<file path="config.mk">
export PLATFORM = sky130hd
export DESIGN_NAME = reg_check_sequencer
export DESIGN_NICKNAME = d
export VERILOG_FILES = /design/src/rtl/reg_check_sequencer.sv
export SDC_FILE = /design/constraint.sdc
export NUM_CORES = 1
export LEC_CHECK = 0
export CAP_MARGIN = 10
export CORE_ASPECT_RATIO = 1.1
export CORE_MARGIN = 2
export CORE_UTILIZATION = 52
export CTS_CLUSTER_DIAMETER = 100
export DETAILED_ROUTE_END_ITERATION = 6
export PLACE_DENSITY = 0.81
export SETUP_SLACK_MARGIN = 0.4
export SYNTH_ARGS = -nofsm -noshare
export SYNTH_HDL_FRONTEND = slang
export SYNTH_SLANG_ARGS = --single-unit
</file>
<file path="constraint.sdc">
create_clock -name clock -period 13.5 [get_ports clock]
set_clock_uncertainty 0.2 [all_clocks]
set_input_delay 2.025 -clock clock [delete_from_list [all_inputs] [get_ports clock]]
set_output_delay 2.025 -clock clock [all_outputs]
set_load 0.03 [all_outputs]
</file>
<file path="src/rtl/reg_check_sequencer.sv">
// reg_check_sequencer
//   On-board self-check for the pipelined processor. A start request lets the
//   processor run for a programmable number of cycles. The block then stalls
//   the pipeline and walks a small table of (register, expected value) entries,
//   reading each register through the regfile debug port. Mismatches are
//   counted with saturation and reported one at a time.
//
// Ports
//   clock, reset        rising-edge clock, asynchronous active-high reset
//   start, run_cycles   begin a run; run_cycles sampled together with start
//   tbl_wr_*            table write port (ignored while busy)
//   rf_rd_ctrl/_data    regfile debug read address / combinational read data
//   cpu_hold            pipeline stall, high only while checking
//   busy, done, pass    run status
//   error_count         saturating mismatch count for the current run
//   fail_valid, fail_*  one-cycle pulse and details of the latest mismatch
module reg_check_sequencer #(
  parameter int DATA_WIDTH     = 32,
  parameter int REG_ADDR_WIDTH = 5,
  parameter int NUM_CHECKS     = 8,
  parameter int CNT_WIDTH      = 16,
  parameter int IDX_WIDTH      = (NUM_CHECKS > 1) ? $clog2(NUM_CHECKS) : 1
) (
  input  logic                      clock,
  input  logic                      reset,
  input  logic                      start,
  input  logic [CNT_WIDTH-1:0]      run_cycles,
  input  logic                      tbl_wr_en,
  input  logic [IDX_WIDTH-1:0]      tbl_wr_idx,
  input  logic                      tbl_wr_valid,
  input  logic [REG_ADDR_WIDTH-1:0] tbl_wr_reg,
  input  logic [DATA_WIDTH-1:0]     tbl_wr_value,
  output logic [REG_ADDR_WIDTH-1:0] rf_rd_ctrl,
  input  logic [DATA_WIDTH-1:0]     rf_rd_data,
  output logic                      cpu_hold,
  output logic                      busy,
  output logic                      done,
  output logic                      pass,
  output logic [CNT_WIDTH-1:0]      error_count,
  output logic                      fail_valid,
  output logic [REG_ADDR_WIDTH-1:0] fail_reg,
  output logic [DATA_WIDTH-1:0]     fail_expected,
  output logic [DATA_WIDTH-1:0]     fail_read
);

  localparam logic [IDX_WIDTH-1:0] LAST_IDX = IDX_WIDTH'(NUM_CHECKS - 1);

  typedef enum logic [1:0] {
    IDLE  = 2'd0,
    RUN   = 2'd1,
    CHECK = 2'd2,
    DONE  = 2'd3
  } state_t;

  state_t                    state_q, state_d;
  logic [CNT_WIDTH-1:0]      cnt_q, cnt_d;
  logic [CNT_WIDTH-1:0]      run_cycles_q, run_cycles_d;
  logic [IDX_WIDTH-1:0]      idx_q, idx_d;
  logic [CNT_WIDTH-1:0]      err_q, err_d;
  logic                      fail_valid_q, fail_valid_d;
  logic [REG_ADDR_WIDTH-1:0] fail_reg_q, fail_reg_d;
  logic [DATA_WIDTH-1:0]     fail_expected_q, fail_expected_d;
  logic [DATA_WIDTH-1:0]     fail_read_q, fail_read_d;
  logic [REG_ADDR_WIDTH-1:0] last_reg_q, last_reg_d;

  logic                      tbl_valid_q [NUM_CHECKS];
  logic                      tbl_valid_d [NUM_CHECKS];
  logic [REG_ADDR_WIDTH-1:0] tbl_reg_q   [NUM_CHECKS];
  logic [REG_ADDR_WIDTH-1:0] tbl_reg_d   [NUM_CHECKS];
  logic [DATA_WIDTH-1:0]     tbl_value_q [NUM_CHECKS];
  logic [DATA_WIDTH-1:0]     tbl_value_d [NUM_CHECKS];

  logic in_busy;
  logic entry_fail;

  assign in_busy = (state_q == RUN) || (state_q == CHECK);

  // An entry fails only if it is enabled; skipped slots still consume a cycle.
  assign entry_fail = tbl_valid_q[idx_q] && (rf_rd_data != tbl_value_q[idx_q]);

  // Next-state logic. The table is write-protected while a run is in flight
  // so the entries being checked cannot change underneath the walk.
  always_comb begin
    state_d         = state_q;
    cnt_d           = cnt_q;
    run_cycles_d    = run_cycles_q;
    idx_d           = idx_q;
    err_d           = err_q;
    fail_valid_d    = 1'b0;
    fail_reg_d      = fail_reg_q;
    fail_expected_d = fail_expected_q;
    fail_read_d     = fail_read_q;
    last_reg_d      = last_reg_q;
    tbl_valid_d     = tbl_valid_q;
    tbl_reg_d       = tbl_reg_q;
    tbl_value_d     = tbl_value_q;

    if (tbl_wr_en && !in_busy) begin
      tbl_valid_d[tbl_wr_idx] = tbl_wr_valid;
      tbl_reg_d[tbl_wr_idx]   = tbl_wr_reg;
      tbl_value_d[tbl_wr_idx] = tbl_wr_value;
    end

    case (state_q)
      IDLE, DONE: begin
        if (start) begin
          run_cycles_d    = run_cycles;
          cnt_d           = '0;
          err_d           = '0;
          fail_reg_d      = '0;
          fail_expected_d = '0;
          fail_read_d     = '0;
          idx_d           = '0;
          state_d         = (run_cycles == '0) ? CHECK : RUN;
        end
      end
      RUN: begin
        cnt_d = cnt_q + CNT_WIDTH'(1);
        if (cnt_q == (run_cycles_q - CNT_WIDTH'(1))) begin
          idx_d   = '0;
          state_d = CHECK;
        end
      end
      CHECK: begin
        last_reg_d = tbl_reg_q[idx_q];
        if (entry_fail) begin
          if (err_q != '1) begin
            err_d = err_q + CNT_WIDTH'(1);
          end
          fail_valid_d    = 1'b1;
          fail_reg_d      = tbl_reg_q[idx_q];
          fail_expected_d = tbl_value_q[idx_q];
          fail_read_d     = rf_rd_data;
        end
        if (idx_q == LAST_IDX) begin
          state_d = DONE;
        end else begin
          idx_d = idx_q + IDX_WIDTH'(1);
        end
      end
      default: state_d = IDLE;
    endcase
  end

  // State and table registers; reset empties the table so a stale table can
  // never produce checks after a board reset.
  always_ff @(posedge clock or posedge reset) begin
    if (reset) begin
      state_q         <= IDLE;
      cnt_q           <= '0;
      run_cycles_q    <= '0;
      idx_q           <= '0;
      err_q           <= '0;
      fail_valid_q    <= 1'b0;
      fail_reg_q      <= '0;
      fail_expected_q <= '0;
      fail_read_q     <= '0;
      last_reg_q      <= '0;
      for (int i = 0; i < NUM_CHECKS; i++) begin
        tbl_valid_q[i] <= 1'b0;
        tbl_reg_q[i]   <= '0;
        tbl_value_q[i] <= '0;
      end
    end else begin
      state_q         <= state_d;
      cnt_q           <= cnt_d;
      run_cycles_q    <= run_cycles_d;
      idx_q           <= idx_d;
      err_q           <= err_d;
      fail_valid_q    <= fail_valid_d;
      fail_reg_q      <= fail_reg_d;
      fail_expected_q <= fail_expected_d;
      fail_read_q     <= fail_read_d;
      last_reg_q      <= last_reg_d;
      tbl_valid_q     <= tbl_valid_d;
      tbl_reg_q       <= tbl_reg_d;
      tbl_value_q     <= tbl_value_d;
    end
  end

  // Outside CHECK the read address parks on the last register checked.
  assign rf_rd_ctrl    = (state_q == CHECK) ? tbl_reg_q[idx_q] : last_reg_q;
  assign cpu_hold      = (state_q == CHECK);
  assign busy          = in_busy;
  assign done          = (state_q == DONE);
  assign pass          = (state_q == DONE) && (err_q == '0);
  assign error_count   = err_q;
  assign fail_valid    = fail_valid_q;
  assign fail_reg      = fail_reg_q;
  assign fail_expected = fail_expected_q;
  assign fail_read     = fail_read_q;

endmodule

</file>
==> impl_metrics.tcl, run 1 <==
set metrics [dict create \
    synth-seq-cells 432 \
    drive_gt1_share_pct 27.58 \
    p_seq_share_pct 51.8 \
    p_sw_share_pct 21.79 \
    top_register "tbl_value_q" \
    layout.cells.most_common "dfrtp_1" \
    whs_endpoint "fail_read[0]" \
    power.internal_mw 1.955 \
    grt_pass1_vias 14460 \
    grt_first_pass_wirelength_mm 82.60 \
    synth_enable_flop_cells 0 \
    dieWidth_um 193.3 \
    drc_errors 0 \
    place_inst 2182 \
    dr.pass1.iters 5 \
    syn_inst 1562 \
    worstReg2RegStart "idx_q[1]" \
    top_regs "tbl_value_q x256, tbl_reg_q x40" \
    gp_congestion 0.8644 \
    cts_tree "done" \
    die_h_um 212.3 \
    ys_warn_count 0 \
    grtUsageTotal_pct 25.74 \
    numCtsBuffers 43 \
    synthToLayoutAreaGrowth_pct 17.29 \
    critPathMaxFanout 40 \
    setup_tns_ns 0 \
    cap_violations 0 \
    routedWlPerCell_um 23.40 \
    antenna_found_initial 8 \
    finalNonFillerCells 2262 \
    grt_max_degree 155 \
    synth.yosys.seq_area_share_pct 52.72 \
    startpoint_type "register" \
    drtIter0Drc 1162 \
    rows 76 \
    timing.final.crit_period_ns 5.776 \
    p_per_area_nw_per_um2 103.9 \
    largest_reg_flops 256 \
    netSwitchingPower_mw 0.5445 \
    leakagePower_nw 11.50 \
    cts-root-buf "clkbuf_16" \
    reg2reg_slack_ns 7.98 \
    clockBufferDepth 3 \
    syn_area_per_cell_um2 13.13 \
    synth-async-reset-ratio_pct 100.0 \
    end_kind "output pin" \
    min_path_cells 1 \
    min_from "fail_read[0]" \
    fin_nets 1823 \
    ys_types 70 \
    path_clk_slew_ns 0.06 \
    core_area_um2 38990 \
    worstSkewPairLatency_ns 0.56 \
    drtAntennaViolNets 0 \
    wl_mm 52.93 \
    port_buffers 187 \
    p_clk_share_pct 45.1 \
    r2r_end "fail_read[2]" \
    syn-cell-area_um2 20500 \
    die-area_um2 41040 \
    routed_via_density 6.130 \
    grt_setup_unrepaired "no" \
    cts.sinks 432 \
    place_ws_ns 7.965 \
    n_fill_cell 2922 \
    pwr-share-comb_pct 3.1 \
    ir_drop_uv 102.5 \
    finalHoldViolations 0 \
    fin_crit_sh_pct 42.78 \
    hp-class "register to register" \
    slew_viol_final 0 \
    io_pins 188 \
    initial_core_util_pct 52.59 \
    postCtsSetupBuffers 0 \
    cts_resized 0 \
    routed-via-count 13870 \
    grt_overflow_total 0 \
    cp_data_required_time_ns 11.27 \
    setup_violations 0 \
    setup_ws_ns 7.724 \
    ctsHoldBuffers 0 \
    hpwl_mm 34.21 \
    reg2reg_depth 11 \
    synth_ff_type "dfrtp_1" \
    crit_arrival_ns 3.55 \
    htreeDepth 2 \
    tightest_slew_ns 0.9945 \
    mostFrequentLayoutCells "dfrtp_1 (429), mux2_2 (328), clkdlybuf4s50_1 (187)" \
    slew_headroom_pct 33.70 \
    synthesis.nets 1664 \
    fmax_mhz 173.1 \
    status "finished, final reports clean" \
    crit_type "register to output pin" \
]
layout make-up:
cell class / count / area (um^2) / area share, %
diodes: 4 / 10.01 / 0.04162
flip-flops and latches: 432 / 10820 / 44.97
clock inverters: 8 / 63.81 / 0.2653
multi-input cells: 1012 / 9141 / 38.01
clock buffers: 67 / 1237 / 5.145
inverters: 21 / 82.58 / 0.3434
repair buffers: 211 / 2064 / 8.584
well taps: 507 / 634.4 / 2.638
stage by stage:
stage	cell area, um^2	hold WS (ns)	util, %	total power, mW
4_1_cts	24030	0.2995	61.64	2.514
3_5_place_dp	22730	0.2872	58.31	1.398
6_report	24050	0.2991	61.69	2.499
2_1_floorplan	20510	0.2746	-	1.345
5_1_grt	24050	0.3120	61.68	2.577
3_3_place_gp	22730	0.2821	58.31	1.395
power groups by stage:
stage	clock (mW)	sequential, mW	combinational [mW]
final	1.13	1.29	0.0785
after global routing	1.20	1.29	0.0866
after CTS	1.14	1.29	0.0798
after detailed placement	0	1.32	0.0792
after global placement	0	1.32	0.0770
after floorplan	0	1.32	0.0252
cells in the mapped netlist, drive strengths merged, types with 21 or more instances:
cell	count	area share [%]
xnor2	31	1.3
a2bb2oi	22	0.97
nor3	24	0.59
dfrtp	432	53
buf	47	1.7
a22o	47	2.0
mux2	328	18
o21ai	45	1.2
nor2	39	0.73
nand3	44	1.1
mux4	45	4.9
nand2	97	1.8
xor2	22	0.94
clkbuf	50	0.92
mux2i	75	3.7
inv	21	0.38
routing by layer:
metal  GRT usage, %  share of wire (%)  vias up
li1               -                  -     6075
met1          34.62                 42     7187
met2          41.38                 48      489
met3          5.679                7.3      107
met4          9.503                3.2        8
met5              0               0.11        -
logic make-up after synthesis:
group	after synthesis	synth area share (%)
AO/OA/AOI/OAI	203	7.475
XOR/XNOR	53	2.264
adder cells (fa/ha/maj)	9	0.5492
buffers and inverters	118	2.990
flip-flops	432	52.72
multiplexers	448	26.62
AND/OR/NAND/NOR	299	7.383
worst max-delay path, cell delays in order (launching register included):
cell	delay, ns
dfrtp_2	0.57
buf_4	0.66
mux4_2	0.59
nand2_1	0.08
nand2_1	0.08
nand2_1	0.12
o21ai_0	0.18
clkdlybuf4s50_1	0.65
worst max path at each step:
stage | slack, ns | end | startpoint | depth (start not counted)
global route | 7.57 | rf_rd_ctrl[4] | idx_q[0] | 7
detailed placement | 7.96 | idx_q[2] | reset | 5
floorplan | 5.44 | cnt_q[0] | reset | 1
global placement | 8.11 | idx_q[2] | reset | 5
CTS | 7.74 | rf_rd_ctrl[3] | idx_q[0] | 7
finish | 7.72 | rf_rd_ctrl[4] | idx_q[0] | 7
No activity file was read; power rests on OpenSTA's default activity.
==> inputs of run 2 (changes only) <==
clock period = 5.3 ns   (was 13.5 ns; I/O delays follow)
==> impl_metrics.tcl, run 2 (synthesized netlist as in run 1, its figures left out) <==
set metrics [dict create \
    slew_headroom_pct 20.04 \
    p_total_mw 6.702 \
    worstSkewPairLatency_ns 0.56 \
    numCtsBuffers 45 \
    core_area_um2 38990 \
    top_register "tbl_value_q" \
    largest_reg_flops 256 \
    grt_first_pass_wirelength_mm 85.13 \
    power.internal_mw 5.277 \
    timing.final.crit_period_ns 4.690 \
    path_delay_family "simple AND/OR/NAND/NOR gates" \
    p_seq_share_pct 49.2 \
    drive_gt1_share_pct 28.80 \
    cp_data_required_time_ns 5.55 \
    hpwl_mm 35.61 \
    top_regs "tbl_value_q x256, tbl_reg_q x40" \
    worst-path-stages 11 \
    grt_setup_unrepaired "no" \
    fin_crit_sh_pct 88.48 \
    p_clk_share_pct 47.7 \
    place_ws_ns 0.5389 \
    drtIter0Drc 1157 \
    postCtsSetupBuffers 0 \
    tightest_slew_ns 1.199 \
    routedWlPerCell_um 23.81 \
    port_buffers 187 \
    netSwitchingPower_mw 1.426 \
    globalRouteMet1Util_pct 36.08 \
    max_stage_delay_ns 0.75 \
    routed-via-count 14080 \
    hp-class "register to register" \
    p_sw_share_pct 21.27 \
    crit_buf_inv 2 \
    ir_drop_uv 246.0 \
    dr.pass1.iters 5 \
    p_per_area_nw_per_um2 274.9 \
    min_path_cells 1 \
    die-area_um2 41040 \
    ctsHoldBuffers 0 \
    drc_errors 0 \
    routed_via_density 6.189 \
    grt_use_met2_pct 42.23 \
    end_kind "register" \
    antenna_found_initial 4 \
    startpoint_type "register" \
    layout.cells.most_common "dfrtp_1" \
    pwr-share-comb_pct 3.1 \
    cts_tree "done" \
    gr-max-usage-layer "met2" \
    wl_mm 54.16 \
    setup_violations 0 \
    path_clk_slew_ns 0.06 \
    htreeDepth 2 \
    dieWidth_um 193.3 \
    reg2reg_depth 11 \
    grtUsageTotal_pct 26.62 \
    synthToLayoutAreaGrowth_pct 18.90 \
    grt_max_degree 136 \
    fmax_mhz 213.2 \
    leakagePower_nw 11.68 \
    critPathSlowestCell "dfrtp_4" \
    drtAntennaViolNets 0 \
    cts.sinks 432 \
    cts-root-buf "clkbuf_16" \
    crit_chain "buf_4 > and2_1 > a22o_1 > or3_1 > nand4_1 > nor4_1 > nand4b_1 > o21ai_4 > buf_12 > nor3_1 > a221o_1" \
    slew_viol_final 0 \
    critPathMaxFanout 30 \
    rows 76 \
    cts_resized 0 \
    gr-usage-met3_pct 5.298 \
    n_fill_cell 2872 \
    grt_pass1_vias 14630 \
    initial_core_util_pct 52.59 \
    mostFrequentLayoutCells "dfrtp_1 (429), mux2_2 (328), clkdlybuf4s50_1 (187)" \
    io_pins 188 \
    hold_ws_ns 0.3001 \
    status "finished, final reports clean" \
    cap_violations 0 \
    crit_type "register to register" \
    gp_congestion 0.8733 \
    die_h_um 212.3 \
    finalHoldViolations 0 \
    setup_ws_ns 0.6103 \
    clockBufferDepth 3 \
    grt_overflow_total 0 \
    fin_nets 1833 \
    crit_arrival_ns 4.94 \
]
==> run 2: power by group through the flow <==
stage	registers [mW]	logic (mW)	clock network, mW
6_report	3.30	0.210	3.19
5_1_grt	3.30	0.231	3.39
4_1_cts	3.30	0.213	3.25
3_5_place_dp	3.36	0.212	0
3_3_place_gp	3.36	0.206	0
2_1_floorplan	3.36	0.0642	0
==> run 2: final timing paths <==
check	startpoint	end	slack, ns
max reg2reg	idx_q[1]	fail_expected[10]	0.61
min in group asynchronous	reset	cnt_q[14]	0.50
max in group asynchronous	reset	idx_q[1]	3.20
max	idx_q[1]	fail_expected[10]	0.61
min reg2reg	tbl_value_q[165]	tbl_value_q[165]	0.30
min	tbl_value_q[165]	tbl_value_q[165]	0.30
==> run 2: through the flow <==
stage               setup TNS [ns]  instance area [um^2]  util, %  std cells
floorplan                  -660.25                 20510        -       1562
global placement                 0                 22860    58.64       2191
detailed placement               0                 22860    58.64       2191
global route                     0                 24370    62.51       2272
CTS                              0                 24360    62.48       2271
finish                           0                 24380    62.53       2275
==> run 2: layer usage <==
metal	up-vias	routed length (um)
li1	6122	-
met1	7302	22600
met2	544	25850
met3	111	3760
met4	0	1954
met5	-	0
==> run 2: cell type report <==
type	instances	area, um^2	area share, %
Multi-Input combinational cell	1012	9149	37.53
Clock buffer	66	1345	5.517
Clock inverter	14	152.6	0.6261
Tap cell	507	634.4	2.602
Antenna cell	4	10.01	0.04106
Timing Repair Buffer	219	2187	8.971
Inverter	21	82.58	0.3387
Sequential cell	432	10820	44.38
